<file path="src/rtl/m00_axi_master_if.sv">
// AXI4-Lite bus between m00_axi_master and its slave; widths follow the master's parameters.
interface m00_axi_master_if #(
    parameter int AXI_DATA_WIDTH = 32,
    parameter int AXI_ADDR_WIDTH = 10
) ();
    logic [AXI_ADDR_WIDTH-1:0]   M_AXI_AWADDR;
    logic [2:0]                  M_AXI_AWPROT;
    logic                        M_AXI_AWVALID;
    logic                        M_AXI_AWREADY;
    logic [AXI_DATA_WIDTH-1:0]   M_AXI_WDATA;
    logic [AXI_DATA_WIDTH/8-1:0] M_AXI_WSTRB;
    logic                        M_AXI_WVALID;
    logic                        M_AXI_WREADY;
    logic [1:0]                  M_AXI_BRESP;
    logic                        M_AXI_BVALID;
    logic                        M_AXI_BREADY;
    logic [AXI_ADDR_WIDTH-1:0]   M_AXI_ARADDR;
    logic [2:0]                  M_AXI_ARPROT;
    logic                        M_AXI_ARVALID;
    logic                        M_AXI_ARREADY;
    logic [AXI_DATA_WIDTH-1:0]   M_AXI_RDATA;
    logic [1:0]                  M_AXI_RRESP;
    logic                        M_AXI_RVALID;
    logic                        M_AXI_RREADY;

    modport master (
        output M_AXI_AWADDR, M_AXI_AWPROT, M_AXI_AWVALID,
        input  M_AXI_AWREADY,
        output M_AXI_WDATA, M_AXI_WSTRB, M_AXI_WVALID,
        input  M_AXI_WREADY,
        input  M_AXI_BRESP, M_AXI_BVALID,
        output M_AXI_BREADY,
        output M_AXI_ARADDR, M_AXI_ARPROT, M_AXI_ARVALID,
        input  M_AXI_ARREADY,
        input  M_AXI_RDATA, M_AXI_RRESP, M_AXI_RVALID,
        output M_AXI_RREADY
    );

    modport slave (
        input  M_AXI_AWADDR, M_AXI_AWPROT, M_AXI_AWVALID,
        output M_AXI_AWREADY,
        input  M_AXI_WDATA, M_AXI_WSTRB, M_AXI_WVALID,
        output M_AXI_WREADY,
        output M_AXI_BRESP, M_AXI_BVALID,
        input  M_AXI_BREADY,
        input  M_AXI_ARADDR, M_AXI_ARPROT, M_AXI_ARVALID,
        output M_AXI_ARREADY,
        output M_AXI_RDATA, M_AXI_RRESP, M_AXI_RVALID,
        input  M_AXI_RREADY
    );
endinterface

</file>
<file path="src/rtl/m00_axi_master.sv">
// Single-outstanding AXI4-Lite master: turns one cmd_* request into one AXI read or write
// and returns the completion on rsp_*.
module m00_axi_master #(
    parameter int AXI_DATA_WIDTH = 32,
    parameter int AXI_ADDR_WIDTH = 10
) (
    input  logic                        AXI_ACLK,
    input  logic                        AXI_ARESET,
    input  logic                        cmd_valid,
    output logic                        cmd_ready,
    input  logic                        cmd_write,
    input  logic [AXI_ADDR_WIDTH-1:0]   cmd_addr,
    input  logic [AXI_DATA_WIDTH-1:0]   cmd_wdata,
    input  logic [AXI_DATA_WIDTH/8-1:0] cmd_wstrb,
    output logic                        rsp_valid,
    input  logic                        rsp_ready,
    output logic                        rsp_write,
    output logic [AXI_DATA_WIDTH-1:0]   rsp_rdata,
    output logic [1:0]                  rsp_resp,
    output logic                        busy,
    m00_axi_master_if.master            m_axi
);
    localparam logic [2:0] IDLE    = 3'd0;
    localparam logic [2:0] WR_REQ  = 3'd1;
    localparam logic [2:0] WR_RESP = 3'd2;
    localparam logic [2:0] RD_REQ  = 3'd3;
    localparam logic [2:0] RD_DATA = 3'd4;
    localparam logic [2:0] DONE    = 3'd5;

    logic [2:0]                  state;
    logic [AXI_ADDR_WIDTH-1:0]   addr_q;
    logic [AXI_DATA_WIDTH-1:0]   wdata_q;
    logic [AXI_DATA_WIDTH/8-1:0] wstrb_q;
    logic                        write_q;
    logic                        awvalid_q;
    logic                        wvalid_q;
    logic [AXI_DATA_WIDTH-1:0]   rdata_q;
    logic [1:0]                  resp_q;
    logic                        aw_fire;
    logic                        w_fire;

    assign aw_fire = awvalid_q && m_axi.M_AXI_AWREADY;
    assign w_fire  = wvalid_q && m_axi.M_AXI_WREADY;

    // NOTE: cmd_ready is gated by reset so a command held during reset is never acknowledged.
    assign cmd_ready = (state == IDLE) && !AXI_ARESET;
    assign busy      = (state != IDLE);
    assign rsp_valid = (state == DONE);
    assign rsp_write = write_q;
    assign rsp_rdata = rdata_q;
    assign rsp_resp  = resp_q;

    assign m_axi.M_AXI_AWADDR  = addr_q;
    assign m_axi.M_AXI_AWPROT  = 3'b000;
    assign m_axi.M_AXI_AWVALID = awvalid_q;
    assign m_axi.M_AXI_WDATA   = wdata_q;
    assign m_axi.M_AXI_WSTRB   = wstrb_q;
    assign m_axi.M_AXI_WVALID  = wvalid_q;
    assign m_axi.M_AXI_BREADY  = (state == WR_RESP);
    assign m_axi.M_AXI_ARADDR  = addr_q;
    assign m_axi.M_AXI_ARPROT  = 3'b000;
    assign m_axi.M_AXI_ARVALID = (state == RD_REQ);
    assign m_axi.M_AXI_RREADY  = (state == RD_DATA);

    // NOTE: all state uses non-blocking assignments so every register samples pre-edge values.
    always_ff @(posedge AXI_ACLK) begin
        if (AXI_ARESET) begin
            state     <= IDLE;
            addr_q    <= '0;
            wdata_q   <= '0;
            wstrb_q   <= '0;
            write_q   <= 1'b0;
            awvalid_q <= 1'b0;
            wvalid_q  <= 1'b0;
            rdata_q   <= '0;
            resp_q    <= 2'b00;
        end else begin
            case (state)
                IDLE: begin
                    if (cmd_valid && cmd_ready) begin
                        addr_q  <= cmd_addr;
                        wdata_q <= cmd_wdata;
                        wstrb_q <= cmd_wstrb;
                        write_q <= cmd_write;
                        if (cmd_write) begin
                            awvalid_q <= 1'b1;
                            wvalid_q  <= 1'b1;
                            state     <= WR_REQ;
                        end else begin
                            state <= RD_REQ;
                        end
                    end
                end
                WR_REQ: begin
                    // AW and W retire independently; leave once neither is still pending.
                    if (aw_fire) awvalid_q <= 1'b0;
                    if (w_fire)  wvalid_q  <= 1'b0;
                    if ((!awvalid_q || aw_fire) && (!wvalid_q || w_fire)) state <= WR_RESP;
                end
                WR_RESP: begin
                    if (m_axi.M_AXI_BVALID) begin
                        resp_q  <= m_axi.M_AXI_BRESP;
                        rdata_q <= '0;
                        state   <= DONE;
                    end
                end
                RD_REQ: begin
                    if (m_axi.M_AXI_ARREADY) state <= RD_DATA;
                end
                RD_DATA: begin
                    if (m_axi.M_AXI_RVALID) begin
                        rdata_q <= m_axi.M_AXI_RDATA;
                        resp_q  <= m_axi.M_AXI_RRESP;
                        state   <= DONE;
                    end
                end
                DONE: begin
                    if (rsp_ready) state <= IDLE;
                end
                default: state <= IDLE;
            endcase
        end
    end
endmodule
</file>
<file path="src/flat_wrapper.sv">
// flat-port wrapper written by rule: the top's interface ports become plain ports
module m00_axi_master_flat 
#(
    parameter int AXI_DATA_WIDTH = 32,
    parameter int AXI_ADDR_WIDTH = 10
)
  (AXI_ACLK, AXI_ARESET, cmd_valid, cmd_ready, cmd_write, cmd_addr, cmd_wdata, cmd_wstrb, rsp_valid, rsp_ready, rsp_write, rsp_rdata, rsp_resp, busy, m_axi_M_AXI_AWADDR, m_axi_M_AXI_AWPROT, m_axi_M_AXI_AWVALID, m_axi_M_AXI_AWREADY, m_axi_M_AXI_WDATA, m_axi_M_AXI_WSTRB, m_axi_M_AXI_WVALID, m_axi_M_AXI_WREADY, m_axi_M_AXI_BRESP, m_axi_M_AXI_BVALID, m_axi_M_AXI_BREADY, m_axi_M_AXI_ARADDR, m_axi_M_AXI_ARPROT, m_axi_M_AXI_ARVALID, m_axi_M_AXI_ARREADY, m_axi_M_AXI_RDATA, m_axi_M_AXI_RRESP, m_axi_M_AXI_RVALID, m_axi_M_AXI_RREADY);
  m00_axi_master_if #(.AXI_DATA_WIDTH(AXI_DATA_WIDTH), .AXI_ADDR_WIDTH(AXI_ADDR_WIDTH)) m_axi_i ();
  input  logic AXI_ACLK;
  input  logic AXI_ARESET;
  input  logic cmd_valid;
  output logic cmd_ready;
  input  logic cmd_write;
  input  logic [AXI_ADDR_WIDTH-1:0] cmd_addr;
  input  logic [AXI_DATA_WIDTH-1:0] cmd_wdata;
  input  logic [AXI_DATA_WIDTH/8-1:0] cmd_wstrb;
  output logic rsp_valid;
  input  logic rsp_ready;
  output logic rsp_write;
  output logic [AXI_DATA_WIDTH-1:0] rsp_rdata;
  output logic [1:0] rsp_resp;
  output logic busy;
  output wire logic [$bits(m_axi_i.M_AXI_AWADDR)-1:0] m_axi_M_AXI_AWADDR;
  output wire logic [$bits(m_axi_i.M_AXI_AWPROT)-1:0] m_axi_M_AXI_AWPROT;
  output wire logic [$bits(m_axi_i.M_AXI_AWVALID)-1:0] m_axi_M_AXI_AWVALID;
  input wire logic [$bits(m_axi_i.M_AXI_AWREADY)-1:0] m_axi_M_AXI_AWREADY;
  output wire logic [$bits(m_axi_i.M_AXI_WDATA)-1:0] m_axi_M_AXI_WDATA;
  output wire logic [$bits(m_axi_i.M_AXI_WSTRB)-1:0] m_axi_M_AXI_WSTRB;
  output wire logic [$bits(m_axi_i.M_AXI_WVALID)-1:0] m_axi_M_AXI_WVALID;
  input wire logic [$bits(m_axi_i.M_AXI_WREADY)-1:0] m_axi_M_AXI_WREADY;
  input wire logic [$bits(m_axi_i.M_AXI_BRESP)-1:0] m_axi_M_AXI_BRESP;
  input wire logic [$bits(m_axi_i.M_AXI_BVALID)-1:0] m_axi_M_AXI_BVALID;
  output wire logic [$bits(m_axi_i.M_AXI_BREADY)-1:0] m_axi_M_AXI_BREADY;
  output wire logic [$bits(m_axi_i.M_AXI_ARADDR)-1:0] m_axi_M_AXI_ARADDR;
  output wire logic [$bits(m_axi_i.M_AXI_ARPROT)-1:0] m_axi_M_AXI_ARPROT;
  output wire logic [$bits(m_axi_i.M_AXI_ARVALID)-1:0] m_axi_M_AXI_ARVALID;
  input wire logic [$bits(m_axi_i.M_AXI_ARREADY)-1:0] m_axi_M_AXI_ARREADY;
  input wire logic [$bits(m_axi_i.M_AXI_RDATA)-1:0] m_axi_M_AXI_RDATA;
  input wire logic [$bits(m_axi_i.M_AXI_RRESP)-1:0] m_axi_M_AXI_RRESP;
  input wire logic [$bits(m_axi_i.M_AXI_RVALID)-1:0] m_axi_M_AXI_RVALID;
  output wire logic [$bits(m_axi_i.M_AXI_RREADY)-1:0] m_axi_M_AXI_RREADY;
  assign m_axi_M_AXI_AWADDR = m_axi_i.M_AXI_AWADDR;
  assign m_axi_M_AXI_AWPROT = m_axi_i.M_AXI_AWPROT;
  assign m_axi_M_AXI_AWVALID = m_axi_i.M_AXI_AWVALID;
  assign m_axi_i.M_AXI_AWREADY = m_axi_M_AXI_AWREADY;
  assign m_axi_M_AXI_WDATA = m_axi_i.M_AXI_WDATA;
  assign m_axi_M_AXI_WSTRB = m_axi_i.M_AXI_WSTRB;
  assign m_axi_M_AXI_WVALID = m_axi_i.M_AXI_WVALID;
  assign m_axi_i.M_AXI_WREADY = m_axi_M_AXI_WREADY;
  assign m_axi_i.M_AXI_BRESP = m_axi_M_AXI_BRESP;
  assign m_axi_i.M_AXI_BVALID = m_axi_M_AXI_BVALID;
  assign m_axi_M_AXI_BREADY = m_axi_i.M_AXI_BREADY;
  assign m_axi_M_AXI_ARADDR = m_axi_i.M_AXI_ARADDR;
  assign m_axi_M_AXI_ARPROT = m_axi_i.M_AXI_ARPROT;
  assign m_axi_M_AXI_ARVALID = m_axi_i.M_AXI_ARVALID;
  assign m_axi_i.M_AXI_ARREADY = m_axi_M_AXI_ARREADY;
  assign m_axi_i.M_AXI_RDATA = m_axi_M_AXI_RDATA;
  assign m_axi_i.M_AXI_RRESP = m_axi_M_AXI_RRESP;
  assign m_axi_i.M_AXI_RVALID = m_axi_M_AXI_RVALID;
  assign m_axi_M_AXI_RREADY = m_axi_i.M_AXI_RREADY;
  m00_axi_master #(.AXI_DATA_WIDTH(AXI_DATA_WIDTH), .AXI_ADDR_WIDTH(AXI_ADDR_WIDTH)) u_core (.AXI_ACLK(AXI_ACLK), .AXI_ARESET(AXI_ARESET), .cmd_valid(cmd_valid), .cmd_ready(cmd_ready), .cmd_write(cmd_write), .cmd_addr(cmd_addr), .cmd_wdata(cmd_wdata), .cmd_wstrb(cmd_wstrb), .rsp_valid(rsp_valid), .rsp_ready(rsp_ready), .rsp_write(rsp_write), .rsp_rdata(rsp_rdata), .rsp_resp(rsp_resp), .busy(busy), .m_axi(m_axi_i));
endmodule
</file>
<file path="config.mk">
export PLATFORM = sky130hd
export DESIGN_NAME = m00_axi_master_flat
export DESIGN_NICKNAME = d
export VERILOG_FILES = /design/src/rtl/m00_axi_master_if.sv /design/src/rtl/m00_axi_master.sv /design/src/flat_wrapper.sv
export SDC_FILE = /design/constraint.sdc
export NUM_CORES = 1
export LEC_CHECK = 0
export BUFFER_PORTS_ARGS = -buffer_cell sky130_fd_sc_hd__buf_4
export CAP_MARGIN = 20
export CORE_MARGIN = 5
export CORE_UTILIZATION = 44
export CTS_BUF_LIST = sky130_fd_sc_hd__clkbuf_8
export DETAILED_ROUTE_END_ITERATION = 16
export PLACE_DENSITY = 0.79
export RECOVER_POWER = 100
export REMOVE_ABC_BUFFERS = 1
export SETUP_SLACK_MARGIN = 0.02
export SLEW_MARGIN = 20
export SYNTH_ARGS = -nofsm -noshare
export SYNTH_HDL_FRONTEND = slang
export SYNTH_SLANG_ARGS = --single-unit
</file>
<file path="constraint.sdc">
create_clock -name AXI_ACLK -period 1.96 [get_ports AXI_ACLK]
set_clock_uncertainty 0.05 [all_clocks]
set_input_delay 0.196 -clock AXI_ACLK [delete_from_list [all_inputs] [get_ports AXI_ACLK]]
set_output_delay 0.196 -clock AXI_ACLK [all_outputs]
set_load 0.05 [all_outputs]
</file>
* Word level (Yosys, flattened, before mapping) *
Cells that the tools add are included.

word-level totals
  register bits = 86
  bits of input ports = 92
  word-level logic and storage cells = 62

cells by class
  eq/ne operators = 14
  mux-type cells = 20
  reductions and logical operators = 19

operators by type and width
  kind                                                             count
  32-bit 2-to-1 mux                                                2
  32-bit case mux with 2 select lines                              1
  3-bit 2-to-1 mux                                                 6
  3-bit case mux with 6 select lines                               1
  2-bit by 1-bit != test with 1-bit output, second input constant  5
  2-bit != test, second input constant                             4
  4-bit AND reduction                                              2
  3-bit by 2-bit == test with 1-bit output, second input constant  2
  3-bit == test, second input constant                             2
  2-bit 2-to-1 mux                                                 3
  6-bit AND reduction                                              1
  1-bit logical AND                                                5
  1-bit 2-to-1 mux                                                 4
  1-bit case mux with 2 select lines                               2
  2-bit case mux with 2 select lines                               1
  2-bit nonzero test                                               2
  3-bit by 1-bit == test with 1-bit output, second input constant  1
  1-bit logical NOT                                                3
  3-bit logical NOT                                                1
  3-bit AND reduction                                              1
  3-bit nonzero test                                               1
  1-bit logical OR                                                 2
  2-bit AND reduction                                              1

* Depth between registers and ports, before layout *
  depth after elaboration = 5
  depth in mapped cells = 7

* Worst setup path before layout *
OpenSTA, ideal clock, no wires.

  path kind = reg2out
  from = register u_core.state[0]
  to = output rsp_valid
  arrival = 1.760 ns
  data required time = 1.714 ns
  setup slack = -0.046 ns
  cell stages (with the launch flop) = 4
  buffers on the path = 1
  cell sequence = dfxtp_1 > buf_2 > inv_1 > nor3b_1

on the way
  cells in the longest elaborated chain, start to end = 1

ends and longest elaborated chain
  element                   line                  source
  start: declaration        m00_axi_master.sv:30  logic [2:0] state;
  start signal: assignment  m00_axi_master.sv:68  state <= IDLE;
  start signal: assignment  m00_axi_master.sv:88  state <= WR_REQ;
  start signal: assignment  m00_axi_master.sv:90  state <= RD_REQ;
  3-bit == test             m00_axi_master.sv:48  assign rsp_valid = (state == DONE);
  end: declaration          flat_wrapper.sv:17    output logic rsp_valid;

No other way between the ends.

* Worst setup path after layout *
  from = register u_core.state[0]
  to = output cmd_ready

on the way
  cells in the longest elaborated chain, start to end = 2

ends and longest elaborated chain
  element            line                  source
  3-bit logical NOT  m00_axi_master.sv:46  assign cmd_ready = (state == IDLE) && !AXI_ARESET;
  1-bit logical AND  m00_axi_master.sv:46
  end: declaration   flat_wrapper.sv:12    output logic cmd_ready;

No other way between the ends.

==> impl_metrics.prom <==
# TYPE chip_impl_metric gauge
chip_impl_metric{name="viasPerCell",unit=""} 4.95
chip_impl_info{name="timing.critical_path.from_type",value="flip-flop"} 1
chip_impl_metric{name="detailroute.via_count",unit=""} 3532
chip_impl_metric{name="clock_tree.buffer_depth",unit=""} 2
chip_impl_metric{name="timing.slew.headroom",unit="%"} 56.3
chip_impl_metric{name="synth-seq-area-share",unit="%"} 46.6
chip_impl_metric{name="gp_routability_congestion",unit=""} 0.881
chip_impl_metric{name="area_growth",unit="%"} 39.7
chip_impl_metric{name="wl_per_cell",unit="microns"} 15.6
chip_impl_metric{name="antenna_found_initial",unit=""} 0
chip_impl_metric{name="standard_cell_area_after_detailed_placement",unit="sq um"} 5040
chip_impl_metric{name="multi_input_combinational_cell_area",unit="sq um"} 1500
chip_impl_info{name="crit_chain",value="buf_4, nor4_4, clkbuf_1, buf_2"} 1
chip_impl_metric{name="floorplan.io_pins",unit=""} 197
chip_impl_metric{name="detailed_route_wire_length",unit="mm"} 11.2
chip_impl_metric{name="clk-insertion-delay-late",unit="ns"} 0.34
chip_impl_metric{name="numClockSinks",unit=""} 86
chip_impl_metric{name="final_util",unit="%"} 62.8
chip_impl_metric{name="post_cts_buffers",unit=""} 0
chip_impl_metric{name="final_area",unit="sq um"} 5160
chip_impl_metric{name="worst_path_largest_cell_delay",unit="ns"} 0.38
chip_impl_metric{name="synth.distinct_cells",unit=""} 37
chip_impl_metric{name="postSynthAreaPerCell",unit="sq um"} 9.53
chip_impl_info{name="cts_tree",value="yes"} 1
chip_impl_metric{name="finalWorstPathRequiredPeriod",unit="ns"} 1.87
chip_impl_metric{name="synth_warnings",unit=""} 0
chip_impl_metric{name="synthArstFlopShare",unit="%"} 0
chip_impl_metric{name="fmax",unit="GHz"} 0.534
chip_impl_info{name="hold_path.startpoint",value="cmd_wdata[2]"} 1
chip_impl_metric{name="worst-slew-pin-transition",unit="ns"} 0.659
chip_impl_metric{name="route.detailed.drc",unit=""} 0
chip_impl_metric{name="initial_core_util",unit="%"} 45.0
chip_impl_info{name="grt_setup_unrepaired",value="false"} 1
chip_impl_metric{name="globalRouteOverflowTotal",unit=""} 0
chip_impl_metric{name="p_per_area",unit="nW/um^2"} 1060
chip_impl_metric{name="synth_compound_area_share",unit="%"} 13.4
chip_impl_metric{name="grt_pass1_vias",unit=""} 3482
chip_impl_metric{name="fp-row-count",unit=""} 33
chip_impl_info{name="crit_path_top_delay_cell",value="dfxtp_1"} 1
chip_impl_metric{name="drtPass1Iterations",unit=""} 4
chip_impl_metric{name="p_leak",unit="uW"} 0.00223
chip_impl_metric{name="final_layout_size_suffix_gt1_share",unit="%"} 27.0
chip_impl_info{name="critical_path.endpoint_type",value="output port"} 1
chip_impl_info{name="largest_family_of_logic_cells_by_synthesized_area",value="simple AND/OR/NAND/NOR gates"} 1
chip_impl_metric{name="path_max_fanout",unit=""} 7
chip_impl_metric{name="timing.critical_path.required",unit="ns"} 1.71
chip_impl_info{name="dominantRegCellSynth",value="dfxtp_1"} 1
chip_impl_info{name="criticalPathCategory",value="reg -> out"} 1
chip_impl_metric{name="cp_data_arrival_time",unit="ns"} 1.63
chip_impl_metric{name="r2r_setup_slack",unit="ns"} 0.11
chip_impl_metric{name="final_min_period_over_clock_period",unit="%"} 95.5
chip_impl_metric{name="setup_violations",unit=""} 0
chip_impl_metric{name="wire_length_of_the_first_global_routing_pass",unit="mm"} 17.3
chip_impl_info{name="cts-root-buf",value="clkbuf_8"} 1
chip_impl_info{name="yosysMostFrequentCell",value="nand2_1"} 1
chip_impl_metric{name="synth.mux.area_fraction",unit="%"} 0.575
chip_impl_info{name="min_path_type",value="in -> reg"} 1
chip_impl_metric{name="antenna_violating_nets_post_route",unit=""} 0
chip_impl_metric{name="drv_cap",unit=""} 0
chip_impl_metric{name="synth_cells",unit=""} 388
chip_impl_metric{name="port_buffers",unit=""} 190
chip_impl_metric{name="worst_r2r_path_depth",unit=""} 4
chip_impl_metric{name="largest_net_degree_at_the_start_of_global_routing",unit=""} 54
chip_impl_metric{name="insertedDiodeCount",unit=""} 0
chip_impl_metric{name="syn_area",unit="sq um"} 3700
chip_impl_info{name="outcome",value="finished clean"} 1
chip_impl_metric{name="die_extent_in_y",unit="microns"} 102
chip_impl_metric{name="post-layout-total-power",unit="uW"} 5500
chip_impl_metric{name="hold_path_depth",unit=""} 3
chip_impl_info{name="ys_top_cells_by_area",value="dfxtp_1 (47%), a22oi_2 (10%), nand2_1 (10%)"} 1
chip_impl_metric{name="grtUsageTotal",unit="%"} 21.3
chip_impl_metric{name="fin_nets",unit=""} 696
chip_impl_metric{name="synth_fa_ha_area_share",unit="%"} 0
chip_impl_info{name="synth.top_cells.by_count",value="nand2_1 (99), dfxtp_1 (86), nand3b_1 (48)"} 1
chip_impl_info{name="regToRegStartpoint",value="u_core.state[1]"} 1
chip_impl_metric{name="layout.area.seq",unit="sq um"} 1720
chip_impl_metric{name="yosys.area_share.simple",unit="%"} 29.4
chip_impl_metric{name="numCtsBuffers",unit=""} 9
chip_impl_info{name="min_to",value="u_core.m_axi.M_AXI_WDATA[2]"} 1
chip_impl_metric{name="synth-seq-cells",unit=""} 86
chip_impl_metric{name="number_of_fill_cells",unit=""} 750
chip_impl_metric{name="synth-xor-area-share",unit="%"} 0
chip_impl_metric{name="placeableCoreArea",unit="sq um"} 8220
chip_impl_metric{name="timing_max_transition_violations_final",unit=""} 0
chip_impl_metric{name="power.ir.vdd_worst",unit="mV"} 0.583
chip_impl_info{name="terminus_of_the_critical_flop_to_flop_path",value="u_core.state[0]"} 1
chip_impl_metric{name="hpwlAfterDp",unit="mm"} 7.40
chip_impl_metric{name="design.die.area",unit="sq um"} 10300
chip_impl_metric{name="final_hold_viol_count",unit=""} 0
chip_impl_metric{name="clk_pin_slew",unit="ns"} 0.08
chip_impl_metric{name="synth_largest_type_area_fraction",unit="%"} 46.6
chip_impl_metric{name="drtIter0Drc",unit=""} 99
chip_impl_metric{name="final.hold.worst_slack",unit="ns"} 0.0190
chip_impl_metric{name="htree_levels",unit=""} 3
chip_impl_metric{name="synth-edff-count",unit=""} 0
chip_impl_metric{name="horiz_die_dim",unit="microns"} 102
chip_impl_info{name="synth_top_area_cell",value="dfxtp_1"} 1
registers in the layout, summed over array words and instances (netlist names), 2 cells and up:
signal                     flops
u_core.m_axi.M_AXI_ARADDR     10
u_core.m_axi.M_AXI_WDATA      32
u_core.m_axi.M_AXI_WSTRB       4
u_core.rsp_rdata              32
u_core.rsp_resp                2
u_core.state                   3
placed cells by master (no fill, tap or decap), types with 3 or more instances in the layout:
cell           count
dfxtp_1           84
a21oi_1            6
clkbuf_8          10
nand2_1           99
clkbuf_2           4
clkinv_2           5
conb_1             6
clkbuf_1          94
nand2b_1           4
nand3b_1          48
a22oi_2            4
nor2_2            30
nor2_1             8
dlygate4sd3_1     45
inv_1              3
buf_4             98
a22oi_1           28
power breakdown:
part / internal, uW / switching (uW) / leakage (uW)
registers: 1980 / 170 / 0.000702
clock network: 609 / 598 / 0.000102
logic: 559 / 1580 / 0.00142
total: 3150 / 2350 / 0.00223
worst max-delay path: cells and delay by family, from the launching register on:
family	cells	cell delay, ns
buf+inv	3	0.64
flops	1	0.38
simple gates	1	0.27
layer usage:
| layer | GRT usage, % | up-vias | part of all wire (%) | wire length, microns |
|---|---|---|---|---|
| met1 | 25.4 | 1633 | 40 | 4460 |
| met5 | 0 | - | 0 | 0 |
| li1 | - | 1709 | - | - |
| met3 | 7.99 | 16 | 12 | 1370 |
| met4 | 8.18 | 0 | 1.6 | 178 |
| met2 | 34.8 | 174 | 46 | 5150 |
cell families (layout without fill, tap and decap cells):
family | after synthesis | after routing
AOI/OAI and AO/OA | 47 | 47
buffers and inverters | 50 | 265
DFF | 86 | 86
muxes | 2 | 2
other | 1 | 6
and+or+nand+nor | 202 | 202
metrics by stage:
| step | setup TNS (ns) | setup WS [ns] | instances |
|---|---|---|---|
| finish | 0 | 0.0882 | 713 |
| detailed placement | 0 | 0.103 | 653 |
| global placement | 0 | 0.175 | 653 |
| floorplan | -23.87 | -0.694 | 347 |
| CTS | 0 | 0.0864 | 713 |
| global route | 0 | 0.0330 | 713 |
timing repair:
item / 4_1_cts / 5_1_grt
hold buffers: 45 / 0
endpoints found under the hold margin: 45 / 0
gates resized for setup: 0 / 3
endpoints found under the setup margin: 0 / 2
area by class of cell:
type	count	area share, %
inverter	4	0.315
clock buffer	10	2.67
multi-input combinational	257	29.0
clock inverter	5	0.969
tap	105	2.54
timing repair buffer	246	31.1
sequential	86	33.4
worst max path at each step:
| stage | from | end | slack [ns] | cells after the start |
|---|---|---|---|---|
| floorplan | u_core.state[2] | u_core.m_axi.M_AXI_AWVALID | -0.69 | 4 |
| global placement | u_core.state[1] | u_core.state[0] | 0.18 | 4 |
| detailed placement | u_core.state[1] | u_core.state[0] | 0.10 | 4 |
| CTS | u_core.state[1] | u_core.state[0] | 0.09 | 4 |
| global route | u_core.state[0] | cmd_ready | 0.03 | 4 |
| finish | u_core.state[0] | cmd_ready | 0.09 | 4 |
Power figures use the tool's default switching activity.
